$ cat config.mk
export PLATFORM = sky130hd
export DESIGN_NAME = switch_pio_servicer
export DESIGN_NICKNAME = d
export VERILOG_FILES = /design/src/rtl/switch_pio_servicer_pkg.sv /design/src/rtl/switch_pio_servicer.sv
export SDC_FILE = /design/constraint.sdc
export NUM_CORES = 1
export LEC_CHECK = 0
export CAP_MARGIN = 20
export CORE_UTILIZATION = 40
export DETAILED_ROUTE_END_ITERATION = 8
export GPL_TIMING_DRIVEN = 0
export PLACE_DENSITY = 0.88
export SLEW_MARGIN = 20
export SYNTH_ARGS = -nofsm -noshare
export SYNTH_HDL_FRONTEND = slang
export SYNTH_SLANG_ARGS = --single-unit
$ cat constraint.sdc
create_clock -name clk -period 2.83 [get_ports clk]
set_input_delay 0.566 -clock clk [delete_from_list [all_inputs] [get_ports clk]]
set_output_delay 0.566 -clock clk [all_outputs]
set_load 0.05 [all_outputs]
$ cat src/rtl/switch_pio_servicer_pkg.sv
// Shared definitions for the switch PIO: register addresses, servicer FSM encoding and
// default input width. Used by the servicer, the PIO slave and its bench model.
package switch_pio_servicer_pkg;

  localparam int DEFAULT_WIDTH = 10;

  localparam logic [1:0] ADDR_DATA = 2'd0;
  localparam logic [1:0] ADDR_MASK = 2'd2;
  localparam logic [1:0] ADDR_EDGE = 2'd3;

  localparam logic [2:0] ST_WR_MASK   = 3'd0;
  localparam logic [2:0] ST_IDLE      = 3'd1;
  localparam logic [2:0] ST_RD_EDGE   = 3'd2;
  localparam logic [2:0] ST_WAIT_EDGE = 3'd3;
  localparam logic [2:0] ST_CLR_EDGE  = 3'd4;
  localparam logic [2:0] ST_RD_LVL    = 3'd5;
  localparam logic [2:0] ST_WAIT_LVL  = 3'd6;
  localparam logic [2:0] ST_PRESENT   = 3'd7;

  // Register each state addresses; the address is held through the read-latency wait.
  function automatic logic [1:0] state_addr(input logic [2:0] st);
    case (st)
      ST_WR_MASK:                           return ADDR_MASK;
      ST_RD_EDGE, ST_WAIT_EDGE, ST_CLR_EDGE: return ADDR_EDGE;
      default:                              return ADDR_DATA;
    endcase
  endfunction

endpackage

$ cat src/rtl/switch_pio_servicer.sv
// Avalon-MM master servicing an edge-capturing input PIO: programs the irq mask, and on irq
// reads/clears the edge capture, reads the level and presents {edges, level} as one event.
module switch_pio_servicer
  import switch_pio_servicer_pkg::*;
#(
  parameter int WIDTH  = DEFAULT_WIDTH,
  parameter int RD_LAT = 1
) (
  input  logic             clk,
  input  logic             reset_n,
  output logic [1:0]       avm_address,
  output logic             avm_chipselect,
  output logic             avm_write_n,
  output logic [31:0]      avm_writedata,
  input  logic [31:0]      avm_readdata,
  input  logic             pio_irq,
  input  logic [WIDTH-1:0] cfg_mask,
  input  logic             cfg_load,
  output logic             evt_valid,
  input  logic             evt_ready,
  output logic [WIDTH-1:0] evt_edges,
  output logic [WIDTH-1:0] evt_level,
  output logic             busy
);

  localparam int              CW       = (RD_LAT > 1) ? $clog2(RD_LAT) : 1;
  localparam logic [CW-1:0]   LAT_LAST = CW'(RD_LAT - 1);

  logic [2:0]       state, state_nxt;
  logic             run;
  logic [WIDTH-1:0] mask_q;
  logic             load_pend;
  logic [CW-1:0]    lat_cnt;
  logic             in_wait, lat_done;
  logic [WIDTH-1:0] rd_val;
  logic             unused_rd;

  assign rd_val    = avm_readdata[WIDTH-1:0];
  assign unused_rd = ^avm_readdata[31:WIDTH];
  assign in_wait   = (state == ST_WAIT_EDGE) || (state == ST_WAIT_LVL);
  assign lat_done  = (lat_cnt == LAT_LAST);

  always_comb begin
    // NOTE: assign a default before the case so every path drives state_nxt; no latch.
    state_nxt = state;
    case (state)
      ST_WR_MASK:   if (run) state_nxt = ST_IDLE;
      ST_IDLE: begin
        if (load_pend || cfg_load) state_nxt = ST_WR_MASK;
        else if (pio_irq)          state_nxt = ST_RD_EDGE;
      end
      ST_RD_EDGE:   state_nxt = ST_WAIT_EDGE;
      ST_WAIT_EDGE: if (lat_done) state_nxt = (rd_val == '0) ? ST_IDLE : ST_CLR_EDGE;
      ST_CLR_EDGE:  state_nxt = ST_RD_LVL;
      ST_RD_LVL:    state_nxt = ST_WAIT_LVL;
      ST_WAIT_LVL:  if (lat_done) state_nxt = ST_PRESENT;
      ST_PRESENT:   if (evt_ready) state_nxt = ST_IDLE;
      default:      state_nxt = ST_IDLE;
    endcase
  end

  // run holds the bus quiet for the first cycle after reset so no strobe is seen during reset.
  always_ff @(posedge clk or negedge reset_n) begin
    // NOTE: non-blocking assignments so every register samples pre-edge values.
    if (!reset_n) begin
      state     <= ST_WR_MASK;
      run       <= 1'b0;
      mask_q    <= '1;
      load_pend <= 1'b0;
      lat_cnt   <= '0;
      evt_edges <= '0;
      evt_level <= '0;
    end else begin
      run   <= 1'b1;
      state <= state_nxt;
      if (cfg_load) mask_q <= cfg_mask;
      // IDLE always consumes a pending or same-cycle load by going to WR_MASK.
      if (state == ST_IDLE)  load_pend <= 1'b0;
      else if (cfg_load)     load_pend <= 1'b1;
      if (in_wait && !lat_done) lat_cnt <= lat_cnt + 1'b1;
      else                      lat_cnt <= '0;
      if (state == ST_WAIT_EDGE && lat_done) evt_edges <= rd_val;
      if (state == ST_WAIT_LVL  && lat_done) evt_level <= rd_val;
    end
  end

  assign avm_chipselect = run && (state inside {ST_WR_MASK, ST_RD_EDGE, ST_CLR_EDGE, ST_RD_LVL});
  assign avm_write_n    = !(run && (state inside {ST_WR_MASK, ST_CLR_EDGE}));
  assign avm_address    = run ? state_addr(state) : ADDR_DATA;
  assign avm_writedata  = (run && state == ST_WR_MASK) ? {{(32-WIDTH){1'b0}}, mask_q} : 32'd0;
  assign evt_valid      = (state == ST_PRESENT);
  assign busy           = (state != ST_IDLE);

endmodule

# Word-level counts from Yosys, hierarchy flattened
# Cells that the tools add are included.
[totals]
elab_cells = 52
input_bits = 47
out_inout_bits = 58
register_bits = 36
[classes]
n_eq_ne = 13
add_sub_neg = 1
n_reduce_logical = 16
n_bitwise = 1
n_mux = 14
[op_table]
columns = ["op", "n"]
rows = [
  ["3-bit one-hot mux with 8 select lines", 1],
  ["3-bit two-way mux", 7],
  ["3-bit equality test, second input constant", 4],
  ["10-bit logical NOT", 1],
  ["10-bit two-way mux", 1],
  ["3-bit by 2-bit equality test with 1-bit output, second input constant", 2],
  ["1-bit logical AND", 6],
  ["2-bit != test, second input constant", 3],
  ["5-bit AND reduction", 1],
  ["2-bit one-hot mux with 2 select lines", 1],
  ["2-bit nonzero test", 2],
  ["4-bit nonzero test", 1],
  ["3-bit by 1-bit equality test with 1-bit output, second input constant", 1],
  ["3-bit logical NOT", 1],
  ["1-bit two-way mux", 3],
  ["3-bit by 1-bit != test with 1-bit output, second input constant", 1],
  ["3-bit != test, second input constant", 1],
  ["3-bit OR reduction", 1],
  ["1-bit logical OR", 2],
  ["2-bit two-way mux", 1],
  ["2-bit by 1-bit != test with 1-bit output, second input constant", 1],
  ["1-bit adder, second input constant", 1],
  ["1-bit logical NOT", 1],
  ["1-bit inverter", 1],
]

# Logic depth before layout (Yosys ltp)
# Gate-level depths: netlist of run 1.
[depth]
depth_word = 4
mapped_depth = 5
ltp_nobuf = 4

# Worst setup path after synthesis of run 1
# No wires, ideal clock.
[synth_path]
path_kind = "reg2out"
start = "register state[1]"
end = "output avm_address[0]"
path_buffers = 1
t_required_ps = 2264
t_arrival_ps = 2032
slack_ps = 232
path_stages_with_launch = 6
path_cell_list = "dfrtp_1 buf_4 nand2_2 nand2_1 a21oi_1 and2_1"
[synth_between]
elab_chain_len = 4
elab_cells_between_ends = 7
classes_between = "eq/ne (3); mux (2); reduce/logical (2)"
[synth_rtl]
columns = ["item", "line", "text"]
rows = [
  ["from (decl)", "switch_pio_servicer.sv:29", "logic [2:0] state, state_nxt;"],
  ["from (signal assigned)", "switch_pio_servicer.sv:75", "state <= state_nxt;"],
  ["3-bit by 2-bit equality test with 1-bit output / 3-bit equality test (equally long branches)", "switch_pio_servicer_pkg.sv:22", "case (st)"],
  ["3-bit OR reduction", "switch_pio_servicer_pkg.sv:22", ""],
  ["2-bit one-hot mux with 2 select lines (*)", "switch_pio_servicer_pkg.sv:22", ""],
  ["2-bit two-way mux (*)", "switch_pio_servicer.sv:89", "assign avm_address = run ? state_addr(state) : ADDR_DATA;"],
  ["to (decl)", "switch_pio_servicer.sv:11", "output logic [1:0] avm_address,"],
]
# Mark *: on every way between the ends. The rest lies on a longest branch, timed or not.

# Final worst setup path of run 1
# Ends and elaborated chain as after synthesis.

==> key figures, run 1 <==
Die
  • Starting Density: 42.7%
  • Die Y: 68.3 microns
  • Rows: 23
  • Die Area: 4660 sq um
  • # IOs: 105
  • Core Area: 4120 sq um
  • Die width: 68.3 microns

Clocking
  • Clk_lat worst skew: 290 ps
  • Worst-path clk slew: 70 ps
  • H-tree levels: 2
  • Postcts setup bufs: 0
  • CTS tree: yes
  • # hold bufs at CTS: 0
  • Num CTS Buffers: 5
  • Clk buf depth: 2
  • Clk sinks: 36
  • Clk root buf: clkbuf_8

Synth
  • Mapped Cells: 143
  • Simple-gate share of the synthesized area: 11.8%
  • Mux share of post-synthesis cell area: 19.9%
  • Largest family of logic cells by synthesized area: multiplexers
  • Xor/xnor cell area share of the yosys netlist: 0.499%
  • Post-synthesis register bit count: 36
  • YS warnings: 0
  • Cell area after synthesis: 1760 sq um
  • Compound-cell area share of the yosys netlist: 3.35%
  • Post-synth cell types: 30
  • Seq/Total Area, Yosys: 52.0%
  • Adder-cell area share of the yosys netlist: 0%
  • Synth Area per Inst: 12.3 sq um

Timing
  • Clock skew: 4.95 ps
  • Tmin final: 2720 ps
  • Slew @ Worst Pin: 536 ps
  • Period utilization: 96.2%
  • RSZ-0062 raised after global routing: no
  • Setup-failing EPs final: 0
  • Fmax: 367 MHz
  • TNS Setup: 0 ps
  • Final Hold Vio Count: 0
  • Worst slew margin: 64.2%
  • Fin. max-slew vios: 0

Final layout
  • Layout area overhead: 48.4%
  • Ratio of cells with drive above 1 in the final layout: 31.2%
  • Commonest non-fill, non-tap cell in the layout: clkdlybuf4s50_1
  • Most frequent cells in the layout: clkdlybuf4s50_1 (49), dfrtp_1 (26), buf_4 (24), mux2_2 (24), conb_1 (24)
  • Area of the multi-input gates: 723 sq um
  • Fill cells: 342
  • # diodes: 0
  • Layout Nets: 280
  • FF+latch area: 913 sq um

Routing
  • DRC: 0
  • 1st-iter DRT viols: 45
  • Drt first pass iters: 4
  • Via Count: 1255
  • DRT antenna net count: 0
  • Vias per inst: 4.42
  • Wire per inst: 12.4 microns
  • Total detailed-routing wirelength: 3510 microns

Worst setup path
  • CP max FO: 10
  • R2R Setup Slk: 1180 ps
  • Arr. time, crit path: 2160 ps
  • FF-to-FF Start: state[2]$_DFFE_PN0P_
  • Critical R2R Capture: state[0]$_DFFE_PN0P_
  • CP Launch Type: register
  • Worst reg2reg path depth: 5
  • CP Capture Type: output pin
  • Crit path kind: register to output pin
  • WP data required: 2260 ps

Global route
  • Grt ovf: 0
  • First-pass GRT wire length: 5570 microns
  • Largest net degree at the start of global routing: 29
  • Vias in the first global route: 1210
  • All-Layer GR Usage: 16.7%
  • Antenna violations before repair: 0

Power
  • Tot Pwr: 2.89 mW
  • Power Density: 1110 nW/um^2
  • Leak pwr: 1.21 nW
  • Peak VDD IR: 0.000618 V

Hold path
  • Hold Path Class: input port to async pin

Placement
  • GPL Wtd Cong: 0.773
  • Port Buffer Count: 60
  • Post-DP HPWL: 2610 microns

Job
  • Max Cap Viol: 0

Status
  • Status: finished, final reports clean
[worst max-delay path: stages (launching register included)]
cell and delay [ps]:
dfrtp_1 370, buf_4 170, nand2_2 160, nand2_1 70, a21oi_1 160, and2_1 150
clkdlybuf4s50_1 790
[Yosys cell counts]
cell,instances,area [sq um]
dfrtp_1,26,651
buf_4,24,180
mux2_2,24,270
and2_1,11,68.8
dfstp_2,10,263
mux2_1,7,78.8
nor2_1,6,22.5
nand2_1,4,15.0
inv_1,3,11.3
nor3_1,3,15.0
a21oi_1,2,10.0
and3_1,2,12.5
conb_1,2,7.51
nand3_1,2,10.0
nor4_1,2,12.5
a22o_1,1,8.76
a311oi_1,1,8.76
buf_2,1,5.00
buf_6,1,11.3
clkbuf_1,1,3.75
nand2_2,1,6.26
nand2b_1,1,6.26
nor3_4,1,16.3
nor4b_2,1,15.0
o2111ai_1,1,8.76
o21ai_0,1,5.00
o21ai_2,1,8.76
o31a_1,1,8.76
or4_1,1,7.51
xor2_1,1,8.76
[kinds of logic (layout without fill, tap and decap cells)]
kind of cell / Yosys count / count (layout)
other: 2 / 24
buffers and inverters: 30 / 99
DFF: 36 / 36
muxes: 31 / 31
and+or+nand+nor: 35 / 35
AOI/OAI and AO/OA: 8 / 8
xor gates and xnor gates: 1 / 1
[cell type report]
type / count / area share, %
flip-flops and latches: 36 / 35.0
multi-input cells: 99 / 27.7
repair buffers: 61 / 23.1
plain buffers: 27 / 7.68
clock buffers: 7 / 3.31
well taps: 50 / 2.40
inverters: 3 / 0.432
clock inverters: 1 / 0.288
[flip-flops by register name, summed over array words and instances (netlist names)]
register	count
mask_q	10
lat_cnt	1
load_pend	1
evt_level	10
run	1
state	3
evt_edges	10
[how the worst max path moves through the flow]
stage,start,to,slack (ps),cells after the start
3_5_place_dp,state[0]$_DFFE_PN0P_,avm_writedata[5],30,4
2_1_floorplan,state[1]$_DFFE_PN0P_,avm_address[0],230,5
5_1_grt,state[1]$_DFFE_PN0P_,avm_address[0],30,6
4_1_cts,state[1]$_DFFE_PN0P_,avm_address[0],90,6
3_3_place_gp,state[0]$_DFFE_PN0P_,avm_writedata[9],30,4
6_report,state[1]$_DFFE_PN0P_,avm_address[0],110,6
[timing repair]
item | CTS | global route
gates resized for setup | 11 | 0
hold endpoints to repair | 0 | 0
setup endpoints to repair | 10 | 0
[power by group]
group	internal, mW	switching, mW	leakage [nW]
logic	0.605	1.09	0.746
registers	0.713	0.0951	0.418
clock network	0.198	0.185	0.0445
total	1.52	1.37	1.21
[stage by stage]
stage	worst slack, ps	cell area [sq um]	std cells	util [%]	hold slack, ps
final	109	2610	284	63.4	129
after global routing	33.1	2610	284	63.4	129
after CTS	94.2	2610	284	63.4	126
after detailed placement	27.5	2520	276	61.2	440
after global placement	30.5	2500	275	60.8	467
after floorplan	232	1840	165	-	270
[per-layer routing]
| layer | vias up | global-route usage (%) | part of all wire, % |
|---|---|---|---|
| met3 | 2 | 7.83 | 12 |
| met2 | 70 | 26.5 | 45 |
| li1 | 617 | - | - |
| met4 | 0 | 5.47 | 0.11 |
| met5 | - | 0 | 0 |
| met1 | 566 | 19.8 | 43 |
Power figures use the tool's default switching activity.
==> run 2, diff against run 1 <==
--- a/config.mk
+++ b/config.mk
@@ -10,7 +10,6 @@
 export DETAILED_ROUTE_END_ITERATION = 8
 export GPL_TIMING_DRIVEN = 0
 export PLACE_DENSITY = 0.88
-export SLEW_MARGIN = 20
 export SYNTH_ARGS = -nofsm -noshare
 export SYNTH_HDL_FRONTEND = slang
 export SYNTH_SLANG_ARGS = --single-unit
==> run 2 against run 1 <==
Wire length rose by 0.83%. Non-clock buffer count shrank 1. Die area did not move. Critical path depth unchanged. Hold slack better by 220 ps.
==> key figures, run 2 (same netlist as run 1, synthesis figures left out) <==
Worst setup path
  • Worst reg2reg path depth: 5
  • Crit path from: state[1]$_DFFE_PN0P_
  • WP data required: 2260 ps
  • Crit path kind: register to output pin
  • Arr. time, crit path: 2130 ps
  • CP Capture Type: output pin
  • Slowest stage delay, CP: 790 ps
  • CP max FO: 10
  • Critical path cell sequence: buf_4, nand2_2, nand2_1, a21oi_1, and2_1, clkdlybuf4s50_1
  • FF-to-FF Start: state[2]$_DFFE_PN0P_
  • CP Launch Type: register
  • Master of the slowest instance on the critical path: clkdlybuf4s50_1

Final layout
  • Ratio of cells with drive above 1 in the final layout: 30.9%
  • Commonest non-fill, non-tap cell in the layout: clkdlybuf4s50_1
  • Most frequent cells in the layout: clkdlybuf4s50_1 (49), dfrtp_1 (26), buf_4 (24), mux2_2 (24), conb_1 (24)
  • Largest regs: evt_edges x10, evt_level x10, mask_q x10
  • Layout area overhead: 48.1%
  • # diodes: 0
  • Final core utilization: 63.2%
  • Fill cells: 361
  • Post-route cell area: 2600 sq um
  • Layout Nets: 279

Timing
  • Period utilization: 95.4%
  • RSZ-0062 raised after global routing: no
  • Fin. max-slew vios: 0
  • TNS Setup: 0 ps
  • Fmax: 370 MHz
  • Worst slew margin: 48.2%
  • Slew @ Worst Pin: 777 ps
  • Final Hold Vio Count: 0
  • Setup-failing EPs final: 0
  • Clock skew: 4.12 ps
  • Tmin final: 2700 ps

Clocking
  • Clk root buf: clkbuf_8
  • # hold bufs at CTS: 0
  • Worst-path clk slew: 70 ps
  • Num CTS Buffers: 5
  • H-tree levels: 2
  • Clk buf depth: 2
  • Clk_lat worst skew: 290 ps
  • Clk sinks: 36
  • CTS resizes: 11
  • Postcts setup bufs: 0
  • CTS tree: yes

Die
  • Rows: 23
  • Die Y: 68.3 microns
  • Die Area: 4660 sq um
  • Die width: 68.3 microns
  • # IOs: 105
  • Starting Density: 42.7%
  • Core Area: 4120 sq um

Routing
  • Via Count: 1283
  • Wire per inst: 12.5 microns
  • Vias per inst: 4.53
  • Drt first pass iters: 4
  • Total detailed-routing wirelength: 3540 microns
  • DRC: 0
  • 1st-iter DRT viols: 38
  • DRT antenna net count: 0

Global route
  • GRT met3 Usage: 8.50%
  • First-pass GRT wire length: 5660 microns
  • All-Layer GR Usage: 16.8%
  • Met2 usage: 26.5%
  • Vias in the first global route: 1236
  • Busiest grt layer: met2
  • Largest net degree at the start of global routing: 37
  • Grt ovf: 0
  • Met1 GRT Util: 20.1%
  • Antenna violations before repair: 0

Power
  • Int Power: 1.58 mW
  • Clock network power share: 15.1%
  • Sw Ratio: 46.7%
  • Psw: 1.38 mW
  • Leak pwr: 1.21 nW
  • Peak VDD IR: 0.000619 V
  • Comb pwr share: 57.4%
  • Reg power frac: 27.5%
  • Power Density: 1140 nW/um^2

Placement
  • GPL Wtd Cong: 0.773
  • Port Buffer Count: 60
  • Post-DP HPWL: 2530 microns
  • Post-placement cell area: 2500 sq um

Job
  • Max Cap Viol: 0

Status
  • Status: finished, final reports clean

Hold path
  • Hold Path Class: input port to async pin
-- run 2: path summary, 6_finish.rpt --
| kind | end | slack [ps] |
|---|---|---|
| max | avm_address[0] | 130 |
| min | evt_edges[6]$_DFFE_PN0P_ | 350 |
| max reg2reg | state[0]$_DFFE_PN0P_ | 1170 |
| min reg2reg | evt_edges[9]$_DFFE_PN0P_ | 490 |
| max in group asynchronous | state[0]$_DFFE_PN0P_ | 1980 |
| min in group clk | evt_edges[9]$_DFFE_PN0P_ | 490 |
-- run 2: metal layers --
metal / up-vias / routed length (microns)
met5: - / 0
met4: 0 / 0
met3: 0 / 431
met2: 70 / 1660
met1: 593 / 1450
li1: 620 / -
-- run 2: area by class of cell --
type	count	area [sq um]	area share, %
Sequential cell	36	913	35.1
Multi-Input combinational cell	99	723	27.8
Timing Repair Buffer	60	583	22.4
Buffer	27	200	7.70
Clock buffer	6	72.6	2.79
Tap cell	50	62.6	2.41
Clock inverter	2	35.0	1.35
Inverter	3	11.3	0.433
-- run 2: worst max-delay path, delay by kind of cell (launching register included) --
family	cells	cell delay (ps)
AND/OR/NAND/NOR	3	370
AO/OA/AOI/OAI	1	140
flip-flops	1	370
buffers and inverters	2	960
-- run 2: stage by stage --
stage | power (mW) | hold WS [ps] | setup WS [ps] | instances
final | 2.96 | 354 | 130 | 283
after global routing | 3.11 | 425 | 24.6 | 283
after CTS | 2.98 | 386 | 112 | 283
after detailed placement | 2.52 | 478 | 28.6 | 275
after global placement | 2.50 | 467 | 30.5 | 275
after floorplan | 1.99 | 270 | 232 | 165
-- run 2: power by group through the flow --
stage	registers, mW	clock network (mW)	logic, mW
floorplan	1.31	0	0.685
global placement	0.807	0	1.69
detailed placement	0.814	0	1.70
CTS	0.812	0.456	1.71
global route	0.836	0.484	1.79
finish	0.812	0.448	1.70
==> run 3, diff against run 2 <==
--- a/config.mk
+++ b/config.mk
@@ -10,6 +10,7 @@
 export DETAILED_ROUTE_END_ITERATION = 8
 export GPL_TIMING_DRIVEN = 0
 export PLACE_DENSITY = 0.88
+export SLEW_MARGIN = 10
 export SYNTH_ARGS = -nofsm -noshare
 export SYNTH_HDL_FRONTEND = slang
 export SYNTH_SLANG_ARGS = --single-unit
==> results of run 3 <==
The final DEF is identical to that of run 2; final timing and power are the same.
